==> src/rtl/door_lock_pkg.sv <==
// Shared door-lock definitions: controller state encoding, timer widths, escalation cap.
// Latency: none (types and constants only).
// Backpressure: not applicable.
package door_lock_pkg;

    typedef enum logic [1:0] {
        ST_IDLE     = 2'd0,
        ST_UNLOCKED = 2'd1,
        ST_LOCKOUT  = 2'd2
    } state_t;

    // Seconds counter width; comfortably covers LOCK_SEC * 8 for realistic settings.
    localparam int SEC_W = 16;

    // Escalation level register width and its saturation value (max 8x lockout).
    localparam int ESC_W   = 2;
    localparam int ESC_MAX = 3;

endpackage

==> src/rtl/sec_timer.sv <==
// Seconds timer: cycle prescaler wrapping at CLK_IN-1, seconds counter bumped on each wrap.
// Latency: clear takes effect on the next rising edge; tick is a combinational decode of the prescaler.
// Backpressure: none; free-running whenever clear is low.
module sec_timer #(
    parameter int CLK_IN = 500,
    parameter int SEC_W  = 16
) (
    input  logic             clk,
    input  logic             clear,
    output logic             tick,
    output logic [SEC_W-1:0] sec
);

    localparam int PW = (CLK_IN > 1) ? $clog2(CLK_IN) : 1;

    logic [PW-1:0] presc;

    // Last cycle of the current second.
    assign tick = (presc == PW'(CLK_IN - 1));

    // Prescaler and seconds counter; clear wins so every state entry starts at zero.
    always_ff @(posedge clk) begin
        if (clear) begin
            presc <= '0;
            sec   <= '0;
        end else if (tick) begin
            presc <= '0;
            sec   <= sec + SEC_W'(1);
        end else begin
            presc <= presc + PW'(1);
        end
    end

endmodule

==> src/rtl/lockout_ctrl.sv <==
// Door lock controller: unlocks on a good passcode, locks out after MAX_FAIL consecutive bad ones.
// Latency: one cycle from attempt strobe to registered outputs; timed states last whole seconds.
// Backpressure: none; attempts arriving in UNLOCKED or LOCKOUT are dropped. Optional macro LOCKOUT_ESCALATE_EN doubles lockout per repeat (cap 8x).
module lockout_ctrl
    import door_lock_pkg::*;
#(
    parameter int CLK_IN   = 500,
    parameter int MAX_FAIL = 3,
    parameter int LOCK_SEC = 10,
    parameter int OPEN_SEC = 5
) (
    input  logic       i_clk,
    input  logic       i_reset,
    input  logic       i_attempt_valid,
    input  logic       i_attempt_ok,
    output logic       o_unlock,
    output logic       o_lockout,
    output logic [3:0] o_fail_cnt
);

    state_t            state;
    state_t            state_nxt;
    logic [3:0]        fail_nxt;
    logic              tmr_clear;
    logic              tmr_tick;
    logic [SEC_W-1:0]  tmr_sec;
    logic [SEC_W-1:0]  lock_sec;

    // Timer restarts on reset, on every state change, and idles cleared in IDLE.
    assign tmr_clear = i_reset || (state_nxt != state) || (state == ST_IDLE);

    sec_timer #(
        .CLK_IN (CLK_IN),
        .SEC_W  (SEC_W)
    ) u_timer (
        .clk   (i_clk),
        .clear (tmr_clear),
        .tick  (tmr_tick),
        .sec   (tmr_sec)
    );

`ifdef LOCKOUT_ESCALATE_EN
    // esc_lvl counts lockouts since the last unlock; esc_cur is the level applied to the running lockout.
    logic [ESC_W-1:0] esc_lvl;
    logic [ESC_W-1:0] esc_cur;

    assign lock_sec = SEC_W'(LOCK_SEC) << esc_cur;

    // Escalation tracking: capture level and bump (saturating) on lockout entry, clear on unlock entry.
    always_ff @(posedge i_clk) begin
        if (i_reset) begin
            esc_lvl <= '0;
            esc_cur <= '0;
        end else if (state == ST_IDLE && state_nxt == ST_LOCKOUT) begin
            esc_cur <= esc_lvl;
            if (esc_lvl != ESC_W'(ESC_MAX)) begin
                esc_lvl <= esc_lvl + ESC_W'(1);
            end
        end else if (state == ST_IDLE && state_nxt == ST_UNLOCKED) begin
            esc_lvl <= '0;
            esc_cur <= '0;
        end
    end
`else
    assign lock_sec = SEC_W'(LOCK_SEC);
`endif

    // Next state and next failure count; timed states ignore attempts entirely.
    always_comb begin
        state_nxt = state;
        fail_nxt  = o_fail_cnt;
        case (state)
            ST_IDLE: begin
                if (i_attempt_valid) begin
                    if (i_attempt_ok) begin
                        state_nxt = ST_UNLOCKED;
                        fail_nxt  = 4'd0;
                    end else if (o_fail_cnt == 4'(MAX_FAIL - 1)) begin
                        state_nxt = ST_LOCKOUT;
                        fail_nxt  = 4'd0;
                    end else begin
                        fail_nxt  = o_fail_cnt + 4'd1;
                    end
                end
            end
            ST_UNLOCKED: begin
                if (tmr_tick && tmr_sec == SEC_W'(OPEN_SEC - 1)) begin
                    state_nxt = ST_IDLE;
                end
            end
            ST_LOCKOUT: begin
                if (tmr_tick && tmr_sec == lock_sec - SEC_W'(1)) begin
                    state_nxt = ST_IDLE;
                end
            end
            default: begin
                state_nxt = ST_IDLE;
                fail_nxt  = 4'd0;
            end
        endcase
    end

    // State and registered outputs; reset overrides any pending transition.
    always_ff @(posedge i_clk) begin
        if (i_reset) begin
            state      <= ST_IDLE;
            o_unlock   <= 1'b0;
            o_lockout  <= 1'b0;
            o_fail_cnt <= 4'd0;
        end else begin
            state      <= state_nxt;
            o_unlock   <= (state_nxt == ST_UNLOCKED);
            o_lockout  <= (state_nxt == ST_LOCKOUT);
            o_fail_cnt <= fail_nxt;
        end
    end

endmodule

==> config.mk <==
export PLATFORM = sky130hd
export DESIGN_NAME = lockout_ctrl
export DESIGN_NICKNAME = d
export VERILOG_FILES = /design/src/rtl/door_lock_pkg.sv /design/src/rtl/sec_timer.sv /design/src/rtl/lockout_ctrl.sv
export SDC_FILE = /design/constraint.sdc
export NUM_CORES = 1
export LEC_CHECK = 0
export BUFFER_PORTS_ARGS = -buffer_cell sky130_fd_sc_hd__buf_4
export CORE_MARGIN = 3
export CORE_UTILIZATION = 59
export CTS_CLUSTER_DIAMETER = 80
export DETAILED_ROUTE_END_ITERATION = 16
export PLACE_DENSITY = 0.86
export SYNTH_ARGS = -nofsm -noshare
export SYNTH_HDL_FRONTEND = slang
export SYNTH_SLANG_ARGS = --single-unit
==> constraint.sdc <==
create_clock -name i_clk -period 2.33 [get_ports i_clk]
set_input_delay 0.233 -clock i_clk [delete_from_list [all_inputs] [get_ports i_clk]]
set_output_delay 0.233 -clock i_clk [all_outputs]
set_load 0.02 [all_outputs]
# After elaboration in Yosys (flattened, before gate mapping)
# Cells that the tools add are included.
# totals
ff_bits	33
inputBits	4
# op_classes
reduce_logical	8
muxes	10
n_eq_ne	10
n_bitwise	1
add_sub_neg	3
# ops
cell	n
adder 16 x 1 -> 16 bit (second input constant)	1
equality test 16 x 3 -> 1 bit (second input constant)	1
equality test 16 x 4 -> 1 bit (second input constant)	1
two-way mux 4 bit	3
two-way mux 2 bit	5
adder 9 x 1 -> 9 bit (second input constant)	1
equality test 9 bit (second input constant)	1
one-hot mux 4 bit (2 select lines)	1
one-hot mux 2 bit (3 select lines)	1
adder 4 x 1 -> 4 bit (second input constant)	1
equality test 2 x 1 -> 1 bit (second input constant)	2
equality test 2 bit (second input constant)	2
equality test 4 x 2 -> 1 bit (second input constant)	1
OR reduction 2 bit	2
logical AND 1 bit	2
zero test 2 bit	1
logical OR 1 bit	2
!= test 2 bit	1
!= test 2 bit (second input constant)	1
AND reduction 2 bit	1
NOT 1 bit	1

# Depth between registers and ports, before layout
# Gate-level depths: netlist (run 1).
# logic_depth
word_depth	9
mapped_depth	7

# Hierarchy
# A second synthesis (run 1) with hierarchy kept.
# hier_totals
cells_unflattened	206
hier_area_um2	1834.3
# by_module_without_submodules
mod	cells_per_inst	instances	seq_area_each_um2	area_per_inst_um2
sec_timer	133	1	500.5	1189.9
lockout_ctrl	73	1	160.2	644.4

# Worst setup path after synthesis (run 1)
# No wires, ideal clock.
# synth_path
path_type	reg2reg
startpoint	register u_timer.presc[0]
endpoint	register u_timer.sec[0]
path_stages_with_launch	8
setup_ps	115
slack_ps	285
period_less_slack_ps	2045
arrival_time_ps	1931
path_buffers	1
path_cell_list	dfxtp_1 ha_1 and4bb_2 nand2b_4 o41a_1 o311ai_4 buf_6 nor2_1
# synth_between
elab_chain_cells	7
# synth_rtl
item	line_no	source
from (decl)	sec_timer.sv:16	logic [PW-1:0] presc;
from (signal assigned)	sec_timer.sv:30	presc <= presc + PW'(1);
equality test 9 bit (*)	sec_timer.sv:19	assign tick = (presc == PW'(CLK_IN - 1));
logical AND 1 bit (on tied branches)	lockout_ctrl.sv:92, lockout_ctrl.sv:87	
two-way mux 2 bit (on tied branches)	lockout_ctrl.sv:92, lockout_ctrl.sv:87	
one-hot mux 2 bit (3 select lines)	lockout_ctrl.sv:72	case (state)
!= test 2 bit	lockout_ctrl.sv:30	assign tmr_clear = i_reset || (state_nxt != state) || (state == ST_IDLE);
logical OR 1 bit (2 in a row)	lockout_ctrl.sv:30	
to (signal assigned)	sec_timer.sv:28	sec <= sec + SEC_W'(1);
to (decl)	sec_timer.sv:11	output logic [SEC_W-1:0] sec
# Mark *: on every way between the ends. The rest lies on a longest branch, timed or not.
# A chain may end at the register's enable or synchronous reset.

# Worst setup path in the final report (run 1)
# layout_path
startpoint	register u_timer.presc[0]
endpoint	register u_timer.sec[15]
# The elaborated chain is that of the path after synthesis.

==> reports/qor.csv, run 1 <==
stage,metric,value,unit
yosys,syn_avg_cell_area,8.77,um2
yosys,synth-xor-area-share,10.4,%
critical_path,cp_cell_sequence,ha_1 -> and4bb_2 -> nand2b_4 -> o41a_1 -> o311ai_4 -> buf_12 -> nor2_1,
sta,fmax,0.467,GHz
critical_path,worstSetupEndpoint,u_timer.sec[15],
sta,skew,0.00877,ns
layout,regArea,661,um2
routing,wl_per_cell,14.3,um
yosys,syn-num-nets,206,
layout,num_antenna_cells,0,
clock_tree,clk-insertion-delay-late,0.34,ns
critical_path,crit-reg2reg-launch,u_timer.presc[0],
critical_path,cp.required,2.56,ns
routing,drt_iter0_drc,78,
run,drv_cap,0,
floorplanning,initial_core_util,65.0,%
floorplanning,die_height,59.4,um
layout,nNetsFinal,221,
routing,num_vias,1429,
floorplanning,fp.dieArea,3530,um2
yosys,synth_seq_cells,33,
critical_path,crit_path_start_kind,flop,
critical_path,cp.depth,7,
sta,finalCritPeriodShare,91.9,%
clock_tree,htreeDepth,2,
layout,final_cell_area,1880,um2
yosys,synth_top_family_by_area,simple AND/OR/NAND/NOR gates,
placement,gp_congestion,0.855,
clock_tree,clock_sinks,33,
routing,ant_nets,0,
clock_tree,cts-root-buf,clkbuf_4,
critical_path,regToRegSetupSlack,0.19,ns
status,outcome,"finished, final reports clean",
critical_path,critPathTopFamily,compound AO/OA/AOI/OAI gates,
yosys,syn_area,1680,um2
critical_path,rr_worst_depth,7,
clock_tree,cts_hold_buf,0,
global_routing,grt_pass1_vias,1341,
yosys,synth_cell_types,36,
floorplanning,row_count,18,
sta,worstMarginPinSlew,0.451,ns
global_routing,antenna_found_initial,0,
critical_path,crit_type,reg2reg,
worst_hold_path,worstHoldStart,i_reset,
routing,firstDrtPassIters,4,
critical_path,cp_num_buf_inv,1,
yosys,synth_cells,192,
critical_path,worstPathArrival,2.37,ns
clock_tree,clk_pin_slew_worst_paths,0.10,ns
power_and_ir_drop,leakagePower,0.000679,uW
layout,final_layout_size_suffix_gt1_share,11.1,%
placement,hpwl,2400,um
sta,layout_min_cycle_time,2.14,ns
power_and_ir_drop,p_total,1100,uW
clock_tree,cts_buffer_depth,2,
layout,n_fill_cell,181,
critical_path,worst-path-max-fanout,25,
global_routing,overflow,0,
routing,viasPerCell,6.00,
critical_path,end_kind,flop,
power_and_ir_drop,power_density,587,nW/um2
yosys,seq_area_frac_synth,39.2,%
global_routing,grt_max_degree,26,
critical_path,max_stage_delay,0.45,ns
routing,drc_errors,0,
layout,multi_input_area,960,um2
global_routing,grt_usage,22.6,%
clock_tree,cts_tree,yes,
clock_tree,numCtsBuffers,5,
yosys,yosys_warnings,0,
global_routing,grt_pass1_wl,6020,um
floorplanning,io_pins,10,
sta,rsz0062_at_grt,false,
clock_tree,postCtsSetupBuffers,0,
critical_path,crit_path_start,u_timer.presc[0],
yosys,synth_compound_area_share,10.9,%
sta,hold_violations,0,
layout,syn_to_final_growth,11.6,%
routing,detail_route.wirelength,3400,um
sta,finalSetupTns,0,ns
critical_path,r2r-end,u_timer.sec[15],
critical_path,slowest_stage,o41a_1,
power_and_ir_drop,peakVddDrop,0.000562,V
yosys,synthSimpleGateAreaFrac,28.2,%
placement,port_buffers,9,
yosys,synth_fa_ha_area_share,7.43,%
sta,drv_slew,0,
sta,setup_viol,0,
floorplanning,die_x,59.4,um
clock_tree,cts_resized,0,
yosys,muxShareOfSynthArea,0,%
floorplanning,core,2590,um2
sta,relSlewSlack,69.9,%
placement,place_area,1790,um2
worst_hold_path,hp-class,in2reg,
==> metal layers <==
layer  global-route usage (%)  vias to the layer above  wire length [um]
li1                         -                      701                 -
met1                     29.3                      672              1500
met2                     35.9                       48              1670
met3                     4.14                        8               169
met4                     10.7                        0                65
met5                        0                        -                 0
==> synthesized netlist by cell type <==
cell       number  area (um2)
nor2b_1         2        12.5
nand3b_1        2        15.0
buf_1           2        7.51
nor3_1         10        50.1
nor2_1         35         131
and4bb_2        1        12.5
nand2_1        11        41.3
nand4_1         9        56.3
o41a_1          1        11.3
nand2b_4        1        13.8
a21o_1          1        7.51
o21ai_0         3        15.0
nand3_1         8        40.0
o31ai_1         1        7.51
o2111ai_1       1        8.76
a21oi_1         8        40.0
nor4_1          3        18.8
o311ai_4        1        26.3
or3_1           1        6.26
nor4_2          1        12.5
o311a_1         1        10.0
xnor2_1         8        70.1
a22oi_1         1        7.51
nand4bb_1       2        22.5
o31a_1          3        26.3
buf_6           2        22.5
and3_1          4        25.0
o21bai_1        1        7.51
nor4bb_1        1        10.0
a211o_1         1        8.76
a211oi_1        1        7.51
dfxtp_1        33         661
ha_1           10         125
xor2_1         12         105
inv_1           9        33.8
nor3b_1         1        7.51
==> cells in the final DEF, fill, tap and decap left out <==
cell       count
nor2_1        35
dfxtp_1       33
xor2_1        12
nand2_1       11
buf_4         11
nor3_1        10
ha_1          10
inv_1          9
nand4_1        9
nand3_1        8
xnor2_1        8
a21oi_1        8
clkbuf_4       5
and3_1         4
nor4_1         3
o31a_1         3
o21ai_0        3
nand3b_1       2
nand4bb_1      2
nor2b_1        2
and4bb_2       1
nand2b_4       1
o41a_1         1
o311ai_4       1
o21bai_1       1
a211o_1        1
o311a_1        1
a22oi_1        1
a211oi_1       1
o31ai_1        1
nor3b_1        1
a21o_1         1
or3_1          1
nor4_2         1
o2111ai_1      1
nor4bb_1       1
bufinv_16      1
clkbuf_8       1
clkbuf_1       1
buf_12         1
==> cell type report <==
| type | instances | share of cell area (%) |
|---|---|---|
| clock buffer | 7 | 2.93 |
| inverter | 9 | 1.80 |
| sequential | 33 | 35.2 |
| multi-input combinational | 146 | 51.1 |
| timing repair buffer | 12 | 5.46 |
| tap | 30 | 2.00 |
| clock inverter | 1 | 1.60 |
==> through the flow <==
| stage | setup slack, ns | std cells | hold WS [ns] | util [%] |
|---|---|---|---|---|
| 4_1_cts | 0.211 | 238 | 0.112 | 72.6 |
| 5_1_grt | 0.0418 | 238 | 0.120 | 72.6 |
| 3_3_place_gp | 0.299 | 230 | 0.439 | 69.3 |
| 3_5_place_dp | 0.230 | 230 | 0.461 | 69.3 |
| 2_1_floorplan | 0.285 | 192 | 0.432 | - |
| 6_report | 0.188 | 238 | 0.128 | 72.6 |
==> worst register-to-register path, delay by kind of cell, from the launching register on <==
kind                       cells  cell delay [ns]
buffers and inverters          1             0.21
adders and majority gates      1             0.23
AOI/OAI and AO/OA              2             0.77
and+or+nand+nor                3             0.46
DFF                            1             0.37
==> worst min-delay path by stage <==
| stage | slack (ns) | depth (start not counted) | end |
|---|---|---|---|
| 3_5_place_dp | 0.46 | 1 | u_timer.presc[0] |
| 6_report | 0.13 | 2 | o_fail_cnt[3] |
| 2_1_floorplan | 0.43 | 1 | u_timer.presc[0] |
| 5_1_grt | 0.12 | 2 | o_fail_cnt[3] |
| 3_3_place_gp | 0.44 | 1 | u_timer.presc[0] |
| 4_1_cts | 0.11 | 2 | o_fail_cnt[3] |
==> sequential cells by signal (all words and copies together) (netlist names) <==
| name | count |
|---|---|
| o_fail_cnt | 4 |
| o_lockout | 1 |
| o_unlock | 1 |
| state | 2 |
| u_timer.presc | 9 |
| u_timer.sec | 16 |
==> where the power goes <==
group	switching (uW)	total [uW]	internal (uW)
clock	191	447	256
sequential	8.05	578	570
combinational	48.0	78.2	30.2
total	247	1100	857
==> cells by family after synthesis <==
group / Yosys count
flip-flops: 33
buffers and inverters: 13
adder cells (fa/ha/maj): 10
AND/OR/NAND/NOR: 92
AO/OA/AOI/OAI: 24
XOR/XNOR: 20
Note: power is estimated with default switching activity, not from simulation.
==> run 2, diff against run 1 <==
==> constraint.sdc (replaced) <==
create_clock -name i_clk -period 1.98 [get_ports i_clk]
set_input_delay 0.198 -clock i_clk [delete_from_list [all_inputs] [get_ports i_clk]]
set_output_delay 0.198 -clock i_clk [all_outputs]
set_load 0.02 [all_outputs]
==> run 2 against run 1 <==
Effect of this change: the flow now finishes with violations (setup timing); non-clock buffer count grew 14; final cell count is 5.9% higher; clock-buffer cell count stayed put; flip-flop and latch count unchanged; worst hold slack worse by 0.030 ns; maximum frequency increased by 5.8%; clock skew up 0.0033 ns; critical path depth unchanged; setup slack worse by 0.23 ns; combinational power increased by 30%; critical path type unchanged; largest cell class unchanged.
==> reports/qor.csv, run 2 (synthesis gave the netlist of run 1 again) <==
stage,metric,value,unit,change
floorplanning,core,2590,um2,unchanged
power_and_ir_drop,peakVddDrop,0.000569,V,+1.1%
status,outcome,"finished, violations left",,
floorplanning,initial_core_util,65.0,%,unchanged
layout,num_antenna_cells,0,,unchanged
routing,drc_errors,0,,unchanged
routing,wl_per_cell,14.4,um,+0.72%
routing,drt_iter0_drc,84,,+7.7%
layout,finalCoreUtilization,77.2,%,+4.7 points
layout,largest_reg_flops,16,,unchanged
worst_hold_path,hp-class,in2reg,,
floorplanning,row_count,18,,unchanged
sta,relSlewSlack,69.1,%,-0.80 points
critical_path,worst-path-max-fanout,14,,-44%
layout,syn_to_final_growth,18.8,%,
layout,final_layout_size_suffix_gt1_share,19.4,%,+8.3 points
global_routing,grt_max_degree,15,,-42%
sta,drv_slew,0,,unchanged
critical_path,cp.required,2.20,ns,-0.36 ns
layout,nNetsFinal,235,,+6.3%
critical_path,cp_cell_sequence,ha_2 -> and4bb_2 -> nand2b_4 -> o41a_1 -> o311ai_4 -> buf_6 -> a21oi_1,,
sta,setup_viol,27,,+27
layout,final_common_cell,nor2_1,,
routing,viasPerCell,5.85,,-2.5%
run,drv_cap,0,,unchanged
global_routing,grt_usage,23.4,%,+0.78 points
sta,skew,0.0120,ns,+0.00326 ns
sta,hold_violations,0,,unchanged
floorplanning,die_x,59.4,um,unchanged
sta,worstMarginPinSlew,0.462,ns,+0.0113 ns
critical_path,cp_num_buf_inv,1,,unchanged
sta,fmax,0.494,GHz,+5.8%
placement,gp_congestion,0.856,,+0.13%
floorplanning,die_height,59.4,um,unchanged
power_and_ir_drop,power_density,652,nW/um2,+11%
clock_tree,cts-root-buf,clkbuf_4,,
routing,firstDrtPassIters,4,,unchanged
global_routing,antenna_found_initial,0,,unchanged
critical_path,max_stage_delay,0.50,ns,+0.05 ns
critical_path,critPathTopFamily,compound AO/OA/AOI/OAI gates,,
floorplanning,io_pins,10,,unchanged
floorplanning,fp.dieArea,3530,um2,unchanged
clock_tree,clock_sinks,33,,unchanged
critical_path,crit_type,reg2reg,,
clock_tree,numCtsBuffers,5,,unchanged
clock_tree,htreeDepth,2,,unchanged
placement,port_buffers,9,,unchanged
clock_tree,clk_pin_slew_worst_paths,0.10,ns,about the same
status,violations,setup timing,,
routing,ant_nets,0,,unchanged
layout,n_fill_cell,168,,-7.2%
clock_tree,clk-insertion-delay-late,0.33,ns,about the same
routing,detail_route.wirelength,3630,um,+6.6%
layout,final_cell_mix,"35 x nor2_1, 31 x dfxtp_1, 24 x buf_4",,
layout,top_register,u_timer.sec,,
clock_tree,cts_tree,yes,,
power_and_ir_drop,p_total,1310,uW,+18%
critical_path,crit_path_start_kind,flop,,
clock_tree,cts_buffer_depth,2,,unchanged
global_routing,grt_pass1_wl,6200,um,+3.0%
placement,hpwl,2530,um,+5.0%
power_and_ir_drop,leakagePower,0.000749,uW,+10%
sta,layout_min_cycle_time,2.02,ns,-0.117 ns
critical_path,worstPathArrival,2.25,ns,-0.12 ns
critical_path,slowest_stage,o41a_1,,
global_routing,overflow,0,,unchanged
routing,num_vias,1475,,+3.2%
sta,finalCritPeriodShare,102,%,+10 points
global_routing,grt_pass1_vias,1376,,+2.6%
layout,biggestRegsByFlops,"u_timer.sec (16), u_timer.presc (9), o_fail_cnt (4)",,
sta,setup_ws,-0.0444,ns,-0.233 ns
sta,rsz0062_at_grt,true,,
critical_path,end_kind,flop,,
[run 2: cell types whose count changed in the layout (fill, tap and decap cells not counted), sizes merged]
cell  before  now
buf       12   26
[run 2: per-layer routing]
layer / part of all wire, % / track usage [%] / vias to the layer above
met1: 47 / 30.0 / 707
li1: - / - / 734
met2: 48 / 36.8 / 30
met4: 1.0 / 8.09 / 0
met5: 0 / 0 / -
met3: 3.6 / 7.19 / 4
[run 2: worst reg2reg max path, cell delays in order, from the launching register on]
cell and delay [ns]:
dfxtp_2 0.35, ha_2 0.17, and4bb_2 0.27, nand2b_4 0.08, o41a_1 0.50, o311ai_4 0.30, buf_6 0.21, a21oi_1 0.05
[run 2: stage by stage]
step                instance area, um2  instances  hold slack, ns  TNS (ns)  setup slack [ns]
finish                            2000        252          0.0984    -0.925           -0.0444
global route                      2000        252          0.0638     -2.91            -0.134
CTS                               1970        249          0.0839    -0.631           -0.0455
detailed placement                1860        240           0.447    -0.710           -0.0485
global placement                  1860        240           0.433    -0.309           -0.0232
floorplan                         1680        192           0.432         0            0.0351
[run 2: final timing paths]
path	cells past startpoint	start	end	slack [ns]
setup / recovery	7	u_timer.presc[0]	u_timer.sec[1]	-0.04
hold / removal	2	i_reset	o_fail_cnt[3]	0.1
setup reg to reg	7	u_timer.presc[0]	u_timer.sec[1]	-0.04
hold reg to reg	1	u_timer.presc[0]	u_timer.presc[0]	0.44
[run 2: area by class of cell]
type | instances | area, um2 | area share (%)
multi-input cells | 146 | 978 | 48.9
inverters | 9 | 33.8 | 1.69
clock inverters | 1 | 30.0 | 1.50
flip-flops and latches | 33 | 663 | 33.1
repair buffers | 26 | 203 | 10.1
clock buffers | 7 | 55.1 | 2.75
well taps | 30 | 37.5 | 1.88
[run 2: timing repair]
action | 4_1_cts | 5_1_grt
resized for setup | 5 | 3
setup buffers | 1 | 3
hold buffers | 0 | 0
setup endpoints to repair | 27 | 28
pin swaps | 1 | 1
[run 2: report_power, final]
part	internal, uW	leakage [uW]	switching (uW)
Sequential	671	0.000267	8.93
Combinational	40.5	0.000436	61.3
Clock	302	0.0000455	221
